==> src/rtl/board_ram_arbiter_if.sv <==
// Bundles the CPU data port, video tile port and board RAM port seen by board_ram_arbiter.
// slave = arbiter side, master = the surrounding CPU/video/RAM side.
interface board_ram_arbiter_if #(
    parameter int ADDR_W = 10,
    parameter int DATA_W = 8
);
    logic              cpu_req;
    logic              cpu_we;
    logic [ADDR_W-1:0] cpu_addr;
    logic [DATA_W-1:0] cpu_wdata;
    logic              cpu_stall;
    logic [DATA_W-1:0] cpu_rdata;
    logic              cpu_rvalid;

    logic              vid_req;
    logic [5:0]        vid_tile;
    logic              vid_gnt;
    logic [DATA_W-1:0] vid_rdata;
    logic              vid_rvalid;

    logic              ram_en;
    logic              ram_we;
    logic [ADDR_W-1:0] ram_addr;
    logic [DATA_W-1:0] ram_wdata;
    logic [DATA_W-1:0] ram_rdata;

    modport slave (
        input  cpu_req, cpu_we, cpu_addr, cpu_wdata, vid_req, vid_tile, ram_rdata,
        output cpu_stall, cpu_rdata, cpu_rvalid, vid_gnt, vid_rdata, vid_rvalid,
        output ram_en, ram_we, ram_addr, ram_wdata
    );

    modport master (
        output cpu_req, cpu_we, cpu_addr, cpu_wdata, vid_req, vid_tile, ram_rdata,
        input  cpu_stall, cpu_rdata, cpu_rvalid, vid_gnt, vid_rdata, vid_rvalid,
        input  ram_en, ram_we, ram_addr, ram_wdata
    );
endinterface

==> src/rtl/board_ram_arbiter.sv <==
// Shares the single-port board RAM between CPU LB/SB and VGA tile fetch; ARB_ROUND_ROBIN_EN selects alternating arbitration.
// Latency: grant is combinational, read data returns one cycle after the grant.
// Backpressure: CPU is stalled only when video wins; video waits at most MAX_STARVE+1 cycles.
module board_ram_arbiter #(
    parameter int ADDR_W     = 10,
    parameter int DATA_W     = 8,
    parameter int VID_BASE   = 64,
    parameter int MAX_STARVE = 4
) (
    input  logic               CLK,
    input  logic               RESET,
    board_ram_arbiter_if.slave bus
);

    typedef enum logic [1:0] {
        OWN_NONE = 2'd0,
        OWN_CPU  = 2'd1,
        OWN_VID  = 2'd2
    } owner_t;

    owner_t            rd_owner;
    logic              vid_pref;
    logic              vid_win;
    logic              cpu_win;
    logic [ADDR_W-1:0] vid_addr;
    logic [DATA_W-1:0] cpu_rdata_q;
    logic [DATA_W-1:0] vid_rdata_q;

`ifdef ARB_ROUND_ROBIN_EN
    logic last_vid;

    // Resets to VID so the first contended grant goes to the CPU.
    always_ff @(posedge CLK) begin
        if (RESET)        last_vid <= 1'b1;
        else if (vid_win) last_vid <= 1'b1;
        else if (cpu_win) last_vid <= 1'b0;
    end

    assign vid_pref = ~last_vid;
`else
    localparam int SW = $clog2(MAX_STARVE + 1);
    logic [SW-1:0] starve_cnt;

    always_ff @(posedge CLK) begin
        if (RESET || !bus.vid_req || vid_win)
            starve_cnt <= '0;
        else if (starve_cnt != SW'(MAX_STARVE))
            starve_cnt <= starve_cnt + 1'b1;
    end

    assign vid_pref = (starve_cnt == SW'(MAX_STARVE));
`endif

    assign vid_win  = !RESET && bus.vid_req && (!bus.cpu_req || vid_pref);
    assign cpu_win  = !RESET && bus.cpu_req && !vid_win;
    assign vid_addr = ADDR_W'(VID_BASE) + {{(ADDR_W-6){1'b0}}, bus.vid_tile};

    always_comb begin
        bus.ram_en    = cpu_win | vid_win;
        bus.ram_we    = cpu_win & bus.cpu_we;
        bus.ram_addr  = '0;
        bus.ram_wdata = '0;
        if (vid_win) begin
            bus.ram_addr = vid_addr;
        end else if (cpu_win) begin
            bus.ram_addr  = bus.cpu_addr;
            bus.ram_wdata = bus.cpu_wdata;
        end
        bus.cpu_stall = vid_win & bus.cpu_req;
        bus.vid_gnt   = vid_win;
    end

    // rd_owner steers the RAM's next-cycle data; held copies keep rdata stable between pulses.
    always_ff @(posedge CLK) begin
        if (RESET) begin
            rd_owner    <= OWN_NONE;
            cpu_rdata_q <= '0;
            vid_rdata_q <= '0;
        end else begin
            if (vid_win)                      rd_owner <= OWN_VID;
            else if (cpu_win && !bus.cpu_we)  rd_owner <= OWN_CPU;
            else                              rd_owner <= OWN_NONE;
            if (rd_owner == OWN_CPU) cpu_rdata_q <= bus.ram_rdata;
            if (rd_owner == OWN_VID) vid_rdata_q <= bus.ram_rdata;
        end
    end

    always_comb begin
        bus.cpu_rvalid = !RESET && (rd_owner == OWN_CPU);
        bus.vid_rvalid = !RESET && (rd_owner == OWN_VID);
        bus.cpu_rdata  = bus.cpu_rvalid ? bus.ram_rdata : cpu_rdata_q;
        bus.vid_rdata  = bus.vid_rvalid ? bus.ram_rdata : vid_rdata_q;
    end

endmodule

==> src/flat_wrapper.sv <==
// flat-port wrapper written by rule: the top's interface ports become plain ports
module board_ram_arbiter_flat 
#(
    parameter int ADDR_W     = 10,
    parameter int DATA_W     = 8,
    parameter int VID_BASE   = 64,
    parameter int MAX_STARVE = 4
)
  (CLK, RESET, bus_cpu_req, bus_cpu_we, bus_cpu_addr, bus_cpu_wdata, bus_vid_req, bus_vid_tile, bus_ram_rdata, bus_cpu_stall, bus_cpu_rdata, bus_cpu_rvalid, bus_vid_gnt, bus_vid_rdata, bus_vid_rvalid, bus_ram_en, bus_ram_we, bus_ram_addr, bus_ram_wdata);
  board_ram_arbiter_if #(.ADDR_W(ADDR_W), .DATA_W(DATA_W)) bus_i ();
  input  logic CLK;
  input  logic RESET;
  input wire logic [$bits(bus_i.cpu_req)-1:0] bus_cpu_req;
  input wire logic [$bits(bus_i.cpu_we)-1:0] bus_cpu_we;
  input wire logic [$bits(bus_i.cpu_addr)-1:0] bus_cpu_addr;
  input wire logic [$bits(bus_i.cpu_wdata)-1:0] bus_cpu_wdata;
  input wire logic [$bits(bus_i.vid_req)-1:0] bus_vid_req;
  input wire logic [$bits(bus_i.vid_tile)-1:0] bus_vid_tile;
  input wire logic [$bits(bus_i.ram_rdata)-1:0] bus_ram_rdata;
  output wire logic [$bits(bus_i.cpu_stall)-1:0] bus_cpu_stall;
  output wire logic [$bits(bus_i.cpu_rdata)-1:0] bus_cpu_rdata;
  output wire logic [$bits(bus_i.cpu_rvalid)-1:0] bus_cpu_rvalid;
  output wire logic [$bits(bus_i.vid_gnt)-1:0] bus_vid_gnt;
  output wire logic [$bits(bus_i.vid_rdata)-1:0] bus_vid_rdata;
  output wire logic [$bits(bus_i.vid_rvalid)-1:0] bus_vid_rvalid;
  output wire logic [$bits(bus_i.ram_en)-1:0] bus_ram_en;
  output wire logic [$bits(bus_i.ram_we)-1:0] bus_ram_we;
  output wire logic [$bits(bus_i.ram_addr)-1:0] bus_ram_addr;
  output wire logic [$bits(bus_i.ram_wdata)-1:0] bus_ram_wdata;
  assign bus_i.cpu_req = bus_cpu_req;
  assign bus_i.cpu_we = bus_cpu_we;
  assign bus_i.cpu_addr = bus_cpu_addr;
  assign bus_i.cpu_wdata = bus_cpu_wdata;
  assign bus_i.vid_req = bus_vid_req;
  assign bus_i.vid_tile = bus_vid_tile;
  assign bus_i.ram_rdata = bus_ram_rdata;
  assign bus_cpu_stall = bus_i.cpu_stall;
  assign bus_cpu_rdata = bus_i.cpu_rdata;
  assign bus_cpu_rvalid = bus_i.cpu_rvalid;
  assign bus_vid_gnt = bus_i.vid_gnt;
  assign bus_vid_rdata = bus_i.vid_rdata;
  assign bus_vid_rvalid = bus_i.vid_rvalid;
  assign bus_ram_en = bus_i.ram_en;
  assign bus_ram_we = bus_i.ram_we;
  assign bus_ram_addr = bus_i.ram_addr;
  assign bus_ram_wdata = bus_i.ram_wdata;
  board_ram_arbiter #(.ADDR_W(ADDR_W), .DATA_W(DATA_W), .VID_BASE(VID_BASE), .MAX_STARVE(MAX_STARVE)) u_core (.CLK(CLK), .RESET(RESET), .bus(bus_i));
endmodule
==> config.mk <==
export PLATFORM = sky130hd
export DESIGN_NAME = board_ram_arbiter_flat
export DESIGN_NICKNAME = d
export VERILOG_FILES = /design/src/rtl/board_ram_arbiter_if.sv /design/src/rtl/board_ram_arbiter.sv /design/src/flat_wrapper.sv
export SDC_FILE = /design/constraint.sdc
export NUM_CORES = 1
export LEC_CHECK = 0
export BUFFER_PORTS_ARGS = -buffer_cell sky130_fd_sc_hd__buf_2
export CAP_MARGIN = 0
export CORE_MARGIN = 4
export CORE_UTILIZATION = 35
export CTS_CLUSTER_DIAMETER = 80
export DETAILED_ROUTE_END_ITERATION = 7
export PLACE_DENSITY = 0.79
export SLEW_MARGIN = 30
export SYNTH_ARGS = -nofsm -noshare
export SYNTH_HDL_FRONTEND = slang
export SYNTH_SLANG_ARGS = --single-unit
==> constraint.sdc <==
create_clock -name CLK -period 1.51 [get_ports CLK]
set_input_delay 0.302 -clock CLK [delete_from_list [all_inputs] [get_ports CLK]]
set_output_delay 0.302 -clock CLK [all_outputs]
set_load 0.005 [all_outputs]
# After elaboration in Yosys (flattened, before gate mapping)
# Index checks and enable logic that the tools add are counted.
[totals] reg_bits=21 in_bits=37 out_inout_bits=40 elab_cells=38
[classes] addsub=2 eq_ne=4 n_mux=8 n_bitwise=3 n_reduce_logical=16
[op_table] cell="2-to-1 mux 8 bit" count=4
[op_table] cell="2-to-1 mux 10 bit" count=2
[op_table] cell="adder 7 x 6 -> 8 bit (first input constant)" count=1
[op_table] cell="logical AND 1 bit" count=7
[op_table] cell="zero test 1 bit" count=5
[op_table] cell="adder 3 x 1 -> 3 bit (second input constant)" count=1
[op_table] cell="== test 3 bit (second input constant)" count=1
[op_table] cell="logical OR 1 bit" count=3
[op_table] cell="inequality test 3 bit (second input constant)" count=1
[op_table] cell="AND 1 bit" count=2
[op_table] cell="== test 2 x 1 -> 1 bit (second input constant)" count=1
[op_table] cell="== test 2 bit (second input constant)" count=1
[op_table] cell="2-to-1 mux 2 bit" count=1
[op_table] cell="OR reduction 2 bit" count=1
[op_table] cell="2-to-1 mux 1 bit" count=1
[op_table] cell="bitwise OR 1 bit" count=1

# Longest topological paths before layout
# Gate-level depths: netlist of run 1.
[logic_depth] ltp_word=8 mapped_depth=6 depth_no_buf=5

# Worst setup path before layout of run 1
# OpenSTA, ideal clock, no wires.
[synth_path] path_kind="reg-to-output" start="register u_core.starve_cnt[0]" end="output port bus_ram_addr[0]" arrival_time_ns=1.120 required_ns=1.208 slack_ns=0.088 stages_incl_launch_ff=6 path_buffers=0 cell_sequence="dfxtp_1 -> inv_1 -> ha_1 -> nand2_1 -> a21oi_2 -> a22o_1"
[synth_between] elab_chain_len=7
[synth_lines] element="from (decl)" line="board_ram_arbiter.sv:42" text="logic [SW-1:0] starve_cnt;"
[synth_lines] element="from (signal assigned)" line="board_ram_arbiter.sv:48" text="starve_cnt <= starve_cnt + 1'b1;"
[synth_lines] element="== test 3 bit (*)" line="board_ram_arbiter.sv:51" text="assign vid_pref = (starve_cnt == SW'(MAX_STARVE));"
[synth_lines] element="logical OR 1 bit (*)" line="board_ram_arbiter.sv:54" text="assign vid_win = !RESET && bus.vid_req && (!bus.cpu_req || vid_pref);"
[synth_lines] element="logical AND 1 bit (*)" line="board_ram_arbiter.sv:54"
[synth_lines] element="named net bus_vid_gnt" line="flat_wrapper.sv:23" text="output wire logic [$bits(bus_i.vid_gnt)-1:0] bus_vid_gnt;"
[synth_lines] element="zero test 1 bit" line="board_ram_arbiter.sv:55" text="assign cpu_win = !RESET && bus.cpu_req && !vid_win;"
[synth_lines] element="logical AND 1 bit" line="board_ram_arbiter.sv:55"
[synth_lines] element="2-to-1 mux 10 bit" line="board_ram_arbiter.sv:65" text="end else if (cpu_win) begin"
[synth_lines] element="2-to-1 mux 10 bit (*)" line="board_ram_arbiter.sv:63" text="if (vid_win) begin"
[synth_lines] element="to (decl)" line="flat_wrapper.sv:28" text="output wire logic [$bits(bus_i.ram_addr)-1:0] bus_ram_addr;"
# The timed path passes the listed nets; every way through them passes the cells marked *.

# Worst setup path after layout of run 1
[layout_path] start="register u_core.rd_owner[1]" end="output port bus_cpu_rdata[7]"
[layout_between] elab_chain_len=3
[layout_lines] element="from (decl)" line="board_ram_arbiter.sv:21" text="owner_t rd_owner;"
[layout_lines] element="from (signal assigned)" line="board_ram_arbiter.sv:76" text="rd_owner <= OWN_NONE;"
[layout_lines] element="from (signal assigned)" line="board_ram_arbiter.sv:80" text="if (vid_win) rd_owner <= OWN_VID;"
[layout_lines] element="from (signal assigned)" line="board_ram_arbiter.sv:81" text="else if (cpu_win && !bus.cpu_we) rd_owner <= OWN_CPU;"
[layout_lines] element="== test 2 x 1 -> 1 bit" line="board_ram_arbiter.sv:89" text="bus.cpu_rvalid = !RESET && (rd_owner == OWN_CPU);"
[layout_lines] element="logical AND 1 bit" line="board_ram_arbiter.sv:89"
[layout_lines] element="2-to-1 mux 8 bit" line="board_ram_arbiter.sv:91" text="bus.cpu_rdata = bus.cpu_rvalid ? bus.ram_rdata : cpu_rdata_q;"
[layout_lines] element="to (decl)" line="flat_wrapper.sv:21" text="output wire logic [$bits(bus_i.cpu_rdata)-1:0] bus_cpu_rdata;"
# No other way between the ends.

==> results.md, run 1 <==
* Final instance area at 2003 µm²
* Top delay family on crit path: flip-flops
* Warnings, synthesis at 0
* Crit Path Class: register to primary output
* Maximum vdd ir drop at 353.3 µV
* Top-count cell post-synth: nand2_1
* CTS max path bufs at 2
* Largest net degree at the start of global routing at 16
* DR iter-0 viols at 67
* # diodes at 0
* Hold_buf cts at 0
* Clk_skew at 7.062 ps
* Count of pins over their slew limit at 0
* Total Power at 0.001155 W
* IO Count at 77
* Worst slew margin at 62.98%
* TritonRoute pass-1 iters at 4
* GRT overflow at 0
* Clock sinks at 21
* Reg clk slew, reported paths at 110 ps
* Failing checks: setup timing
* Die Y at 66.46 µm
* Area Growth Syn to Fin at 67.47%
* Cell taking the most area after synthesis: dfxtp_1
* First-pass GRT wire length at 5982 µm
* Hold violation total from the final report at 0
* Clock power frac at 22.7%
* Number of synthesized flops with an enable pin at 0
* P per Cell Area at 576.6 nW/µm²
* Number of global-route vias before repair at 1321
* Via count at 1357
* CP max-delay cell: dfxtp_2
* Drt drc at 0
* Syn nets at 179
* Num rows at 20
* Top cell type's share of synthesized area at 35.15%
* Final HPWL DP at 2547 µm
* Most used DFF post-synth: dfxtp_1
* Mapped Area at 1196 µm²
* Gr usage total at 17.41%
* Pleak at 0.9546 nW
* Worst Setup Slack, final at -295.4 ps
* Crit-path max cell delay at 360 ps
* Starting Density at 37.94%
* Most frequent cells after synthesis: nand2_1, dfxtp_1, a21oi_1
* Layout Nets at 267
* Avg Cell Area, Syn at 8.544 µm²
* Flop pwr share at 50.3%
* MaxCap Viol Count at 0
* FILL cells at 279
* Register area share after synthesis at 35.15%
* Clock root buffer: clkbuf_4
* Yosys cell types at 25
* Fin crit share at 119.6%
* Worst setup EP type: primary output
* Area of the multi-input gates at 882.1 µm²
* Dominant cells by area after synthesis: dfxtp_1, mux2_2, nand2_1
* Initial antenna violation count at 0
* Hold Crit Class: input port to register
* GP Congestion at 0.8171
* CTS tree: built
* NetSw at 0.0003066 W
* Slew @ Worst Pin at 554.1 ps
* Setup violations, final at 37
* CP Max Fanout at 4
* Cells along the critical path: nand2b_4 -> nor2_4 -> mux2_1 -> buf_2
* Antenna Violating Nets Remaining at 0
* Outcome: finished, violations left
* Setup Slack @ Placement at -73.86 ps
* RSZ-0062 raised after global routing: yes
* Port bufs at 76
* TritonCTS Buffers at 3
* Die width at 66.46 µm
* Placed cell areas at 1652 µm²
* Combinational power share at 26.9%
* Async set-reset flop share out of synthesis at 0%
* Worst Path Buf+Inv at 1
* Via-to-Cell Ratio at 5.007
* Power Internal at 0.0008485 W
* Synth Register Bits at 21
* Layout cells sized above 1 at 60.35%
* WL/cell at 14.53 µm
* FMAX at 0.5539 GHz
* H-Tree Depth at 1
* Worst Path Arrival at 1500 ps
* Cells after Synth at 140
* Final Critical Period at 1805 ps
* Core area at 3153 µm²
* WP data required at 1210 ps
* Total Wirelength at 3937 µm
* Clock latency on the worst-skew pair at 300 ps
* Critical path launch point type: register
* Die area at 4417 µm²
* Sw frac at 26.54%
* Reg area at 427.9 µm²
==> sequential cells by signal (all words and copies together), names as in the netlist <==
signal,count
u_core.vid_rdata_q,8
u_core.rd_owner,2
u_core.starve_cnt,3
u_core.cpu_rdata_q,8
==> metal layers <==
layer | GRT usage (%) | wire [µm] | share of wire (%) | up-vias
met5 | 0 | 0 | 0 | -
met4 | 6.599 | 70 | 1.8 | 0
met3 | 3.879 | 323 | 8.2 | 7
met2 | 29.24 | 1978 | 50 | 76
met1 | 21.47 | 1565 | 40 | 618
li1 | - | - | - | 656
==> logic make-up after synthesis <==
family                     after synthesis  share of synthesized area, %
AOI/OAI and AO/OA                       25                         12.87
adders and majority gates                2                         2.092
buffers and inverters                   11                         5.648
DFF                                     21                         35.15
muxes                                   17                         15.90
and+or+nand+nor                         64                         28.35
==> worst reg2reg max path: cells and delay by family, from the launching register on <==
kind	cells	cell delay, ps
DFF	1	390
and+or+nand+nor	2	630
AOI/OAI and AO/OA	1	160
==> worst paths after layout <==
kind,slack (ps),cells past startpoint,end,start
worst max register to register,270,3,u_core.vid_rdata_q[2],u_core.rd_owner[1]
worst min register to register,460,2,u_core.vid_rdata_q[4],u_core.vid_rdata_q[4]
worst max-delay path,-300,4,bus_cpu_rdata[7],u_core.rd_owner[1]
worst min-delay path,180,2,u_core.rd_owner[0],bus_cpu_we
==> final cells by class <==
| class | count | area share (%) |
|---|---|---|
| well taps | 44 | 2.748 |
| flip-flops and latches | 21 | 21.36 |
| repair buffers | 89 | 30.17 |
| multi-input cells | 111 | 44.04 |
| clock buffers | 4 | 1.312 |
| inverters | 2 | 0.3748 |
==> metrics by stage <==
stage	util [%]	TNS, ps	hold WS (ps)	instances
2_1_floorplan	-	0	373.6	140
3_3_place_gp	52.38	-452.4	437.1	260
3_5_place_dp	52.38	-853.0	446.1	260
4_1_cts	60.12	-8482	154.5	271
5_1_grt	63.53	-10390	167.8	271
6_report	63.53	-8108	181.6	271
==> repair_timing <==
action | CTS | global route
endpoints found under the setup margin | 39 | 38
resized for setup | 37 | 21
buffers inserted | 3 | 0
pin swaps | 24 | 3
hold endpoints to repair | 0 | 0
gates cloned | 4 | 0
==> power groups by stage <==
stage | Clock (W) | Combinational [W] | Sequential (W)
3_3_place_gp | 0 | 0.000238 | 0.000592
3_5_place_dp | 0 | 0.000241 | 0.000593
4_1_cts | 0.000273 | 0.000285 | 0.000582
5_1_grt | 0.000298 | 0.000339 | 0.000585
2_1_floorplan | 0 | 0.000118 | 0.000590
6_report | 0.000263 | 0.000311 | 0.000582
==> placed cells by master, fill, tap and decap left out, types with 2 or more instances in the layout <==
cell type | Yosys | final
nand2b_4 | 0 | 2
buf_4 | 2 | 10
dfxtp_1 | 21 | 17
buf_6 | 2 | 19
mux2_4 | 0 | 6
mux2_2 | 15 | 9
a21oi_4 | 0 | 2
nor2_8 | 2 | 2
clkbuf_4 | 0 | 3
and3_4 | 0 | 11
nand2_1 | 34 | 33
nor2_4 | 0 | 2
nor2b_1 | 3 | 3
dfxtp_2 | 0 | 3
inv_2 | 0 | 2
a21oi_1 | 17 | 17
nor2_1 | 4 | 4
buf_2 | 3 | 59
a22o_1 | 6 | 6
(Power assumes the default switching activity.)
==> run 2, diff against run 1 <==
- CORE_UTILIZATION: 35 -> 42
- PLACE_DENSITY: 0.79 -> 0.91
==> run 2 against run 1 <==
  * Clock skew fell by 3.9 ps
  * The run still ends with setup timing left
  * Sequential power is essentially flat
  * Sequential share of layout area fell by 1.3 points
  * Worst setup slack improved by 1.8 ps
  * Core utilization is 15 points higher
  * Die area fell by 15%
  * Largest power group unchanged
==> results.md, run 2 (same netlist as run 1, synthesis figures left out) <==
* Total Power at 0.001209 W
* Largest net degree at the start of global routing at 16
* TritonCTS Buffers at 3
* RSZ-0062 raised after global routing: yes
* Final Critical Period at 1804 ps
* Drt drc at 0
* Worst Hold Slack at 147.0 ps
* Worst Path Arrival at 1500 ps
* CP max-delay cell: dfxtp_4
* Fin crit share at 119.4%
* Reg clk slew, reported paths at 110 ps
* Starting Density at 43.75%
* Die area at 3766 µm²
* Final std cells w/o fill at 264
* Maximum vdd ir drop at 648.5 µV
* Outcome: finished, violations left
* TritonRoute pass-1 iters at 4
* WP data required at 1210 ps
* Worst slew margin at 81.92%
* Most common cell after layout, fill and taps aside: buf_2
* FILL cells at 171
* Commonest non-fill, non-tap cells in the layout: buf_2, nand2_1, buf_6, a21oi_1, dfxtp_1
* Gr usage total at 21.69%
* Number of global-route vias before repair at 1422
* H-Tree Depth at 1
* Initial antenna violation count at 0
* Critical path launch point type: register
* Cells along the critical path: nand2b_4 -> nor2_4 -> mux2_4 -> buf_6
* DR iter-0 viols at 79
* Worst setup EP type: primary output
* Final HPWL DP at 2456 µm
* GP Congestion at 0.8477
* Area Growth Syn to Fin at 79.39%
* Clock sinks at 21
* Top Layer Used: met4
* Clock root buffer: clkbuf_4
* Worst Setup Slack, final at -293.6 ps
* Post-layout util at 78.49%
* Crit-path max cell delay at 380 ps
* Num rows at 19
* Antenna Violating Nets Remaining at 0
* Via count at 1436
* Inst Count DP at 251
* Crit Path Class: register to primary output
* Setup violations, final at 37
* Hold violation total from the final report at 0
* MaxCap Viol Count at 0
* # diodes at 0
* First-pass GRT wire length at 6161 µm
* Total Wirelength at 4412 µm
* Count of pins over their slew limit at 0
* GRT overflow at 0
* Core area at 2734 µm²
* Failing checks: setup timing
* CTS max path bufs at 2
* Slew @ Worst Pin at 271.1 ps
* Pleak at 1.003 nW
* CP Max Fanout at 4
* CTS tree: built
* Clock latency on the worst-skew pair at 310 ps
* Layout cells sized above 1 at 62.23%
* WL/cell at 16.71 µm
* Met1 wire length at 1587 µm
* Port bufs at 76
* Die Y at 61.37 µm
* IO Count at 77
* Layout Nets at 273
* Via-to-Cell Ratio at 5.439
* Clk_skew at 3.199 ps
* P per Cell Area at 563.4 nW/µm²
* FMAX at 0.5544 GHz
* Met3 wire len at 425 µm
* Die width at 61.37 µm
* Hold Crit Class: input port to register
* Top flop regs: u_core.cpu_rdata_q x8, u_core.vid_rdata_q x8, u_core.starve_cnt x3
* Metal2 WL at 2343 µm
-- run 2: final cells by class --
class                      instances  area, µm²  area share [%]
multi-input combinational        111      924.6           43.09
timing repair buffer              95      718.2           33.47
sequential                        21      430.4           20.06
tap                               31      38.79           1.808
clock buffer                       4      26.28           1.224
inverter                           2      7.507          0.3499
-- run 2: worst max-delay path: cells and delay by family (launching register included) --
family	cells	cell delay [ps]
buf+inv	1	120
flops	1	380
simple gates	2	350
mux	1	340
-- run 2: worst paths after layout --
| check | slack (ps) | end | from | cells after the start |
|---|---|---|---|---|
| max | -290 | bus_vid_rdata[4] | u_core.rd_owner[0] | 4 |
| min | 150 | u_core.rd_owner[0] | bus_cpu_we | 2 |
| max reg2reg | 290 | u_core.starve_cnt[1] | u_core.starve_cnt[1] | 6 |
| min reg2reg | 470 | u_core.vid_rdata_q[0] | u_core.vid_rdata_q[0] | 2 |
-- run 2: what timing repair did --
| action | in CTS | in global routing |
|---|---|---|
| resized for setup | 58 | 23 |
| hold buffers | 0 | 0 |
| gates cloned | 4 | 0 |
| setup endpoints to repair | 39 | 39 |
| setup buffers | 2 | 4 |
| hold endpoints to repair | 0 | 0 |
| pin swaps | 21 | 4 |
-- run 2: stage by stage --
stage	instance area, µm²	TNS (ps)	setup WS, ps
6_report	2146	-8916	-293.6
5_1_grt	2146	-11670	-368.8
3_3_place_gp	1665	-245.4	-29.94
2_1_floorplan	1196	0	88.15
3_5_place_dp	1665	-561.9	-38.60
4_1_cts	1993	-8693	-306.9
-- run 2: power breakdown --
part | total [W] | switching (W) | internal (W)
combinational | 0.000351 | 0.000148 | 0.000204
sequential | 0.000582 | 0.0000124 | 0.000569
clock | 0.000276 | 0.000173 | 0.000103
-- run 2: routing by layer --
layer	vias up	track usage [%]
li1	674	-
met1	664	23.82
met2	92	42.15
met3	6	5.241
met4	0	3.939
met5	-	0
==> run 3, diff against run 2 <==
- CTS_BUF_LIST: unset -> sky130_fd_sc_hd__clkbuf_16
==> run 3 against run 2 <==
  * The run still ends with setup timing left
  * Die area did not move
  * Sequential power barely moved
  * Cell count decreased by 0.38%
  * Largest cell class unchanged
==> results.md, run 3 (same netlist as run 1, synthesis figures left out) <==
* Outcome: finished, violations left
* Failing checks: setup timing
* DR iter-0 viols at 112
* Via-to-Cell Ratio at 5.437
* Top flop regs: u_core.cpu_rdata_q x8, u_core.vid_rdata_q x8, u_core.starve_cnt x3
* Layout cells sized above 1 at 62.07%
* R2R depth at 6
* Pleak at 1.026 nW
* TritonRoute pass-1 iters at 5
* FILL cells at 162
* Worst Hold Slack at 210.6 ps
* Total Wirelength at 4481 µm
* Final HPWL DP at 2456 µm
* Final std cells w/o fill at 263
* Via count at 1430
* Initial antenna violation count at 0
* Met2 usage in global routing at 42.60%
* Hold violation total from the final report at 0
* Crit Path Class: register to primary output
* Port bufs at 76
* GP Congestion at 0.8477
* Top delay family on crit path: flip-flops
* CP Max Fanout at 4
* WP data required at 1210 ps
* TritonCTS Buffers at 3
* Worst Setup Slack, final at -227.2 ps
* Die width at 61.37 µm
* Fin crit share at 115.0%
* Core area at 2734 µm²
* # diodes at 0
* Gr usage total at 22.16%
* TNS Setup at -6235 ps
* Layout Nets at 272
* CP max-delay cell: dfxtp_4
* Slew @ Worst Pin at 272.4 ps
* Crit-path max cell delay at 360 ps
* Grt peak-use layer: met2
* Count of pins over their slew limit at 0
* CTS max path bufs at 2
* Die area at 3766 µm²
* Number of global-route vias before repair at 1474
* Critical path launch point type: register
* Starting Density at 43.75%
* Inst Count DP at 251
* H-Tree Depth at 1
* Clock sinks at 21
* MaxCap Viol Count at 0
* Final Critical Period at 1737 ps
* Hold Crit Class: input port to register
* IO Count at 77
* P per Cell Area at 679.0 nW/µm²
* Hold Path Stages at 2
* Drt drc at 0
* Clk_skew at 1.608 ps
* Met3 Use GR at 5.241%
* CTS tree: built
* Setup Slack @ Placement at -38.60 ps
* GR Layer Usage met1 at 23.57%
* Worst setup EP type: primary output
* FMAX at 0.5756 GHz
* RSZ-0062 raised after global routing: yes
* Most common cell after layout, fill and taps aside: buf_2
* Setup violations, final at 37
* Reg clk slew, reported paths at 50 ps
* Clock latency on the worst-skew pair at 250 ps
* Antenna Violating Nets Remaining at 0
* Maximum vdd ir drop at 1072 µV
* Hold_buf cts at 0
* Largest net degree at the start of global routing at 16
* Cells along the critical path: nand2b_4 -> nor2_4 -> mux2_4 -> buf_6
* Num rows at 19
* Worst Path Arrival at 1440 ps
* Die Y at 61.37 µm
* Clock root buffer: clkbuf_16
* Area Growth Syn to Fin at 83.16%
* Worst Path Buf+Inv at 1
* WP depth at 4
* Worst slew margin at 81.82%
* Commonest non-fill, non-tap cells in the layout: buf_2, nand2_1, buf_6, a21oi_1, dfxtp_1
* GRT overflow at 0
* First-pass GRT wire length at 6361 µm
* WL/cell at 17.04 µm
run 3: area by class of cell:
class / count / area (µm²) / share of cell area, %
multi-input cells: 111 / 924.6 / 42.20
repair buffers: 94 / 710.7 / 32.44
flip-flops and latches: 21 / 430.4 / 19.65
clock buffers: 3 / 75.07 / 3.427
well taps: 31 / 38.79 / 1.770
inverters: 2 / 7.507 / 0.3427
clock inverters: 1 / 3.754 / 0.1713
run 3: power breakdown:
group	internal (W)	switching (W)	leakage, nW	total [W]
Clock	0.000353	0.000202	0.0423	0.000555
Combinational	0.000203	0.000147	0.811	0.000350
Sequential	0.000570	0.0000129	0.173	0.000583
Total	0.00113	0.000362	1.03	0.00149
run 3: worst paths after layout:
check	start	endpoint	slack, ps
setup / recovery	u_core.rd_owner[0]	bus_vid_rdata[4]	-230
hold / removal	bus_cpu_we	u_core.rd_owner[0]	210
setup reg to reg	u_core.starve_cnt[1]	u_core.starve_cnt[1]	290
hold reg to reg	u_core.vid_rdata_q[0]	u_core.vid_rdata_q[0]	460
run 3: per-stage QoR:
step	total power [W]	util (%)	instance area [µm²]
after floorplan	0.0007085	-	1196
after global placement	0.0008305	60.92	1665
after detailed placement	0.0008355	60.92	1665
after CTS	0.001455	74.83	2046
after global routing	0.001543	80.14	2191
final	0.001488	80.14	2191
run 3: timing repair:
action / in CTS / in global routing
setup endpoints to repair: 37 / 37
setup buffers: 2 / 3
gates cloned: 4 / 0
resized for setup: 58 / 23
pin swaps: 21 / 4
run 3: worst reg2reg max path, delay by kind of cell, from the launching register on:
kind          cells  cell delay (ps)
flops             1              320
simple gates      2              270
fa+ha+maj         1              170
buf+inv           3              350
run 3: layer usage:
metal  share of wire (%)  up-vias  routed length (µm)
li1                    -      669                   -
met2                  52       97                2338
met3                  10       10                 447
met1                  36      654                1620
met5                   0        -                   0
met4                 1.7        0                  76
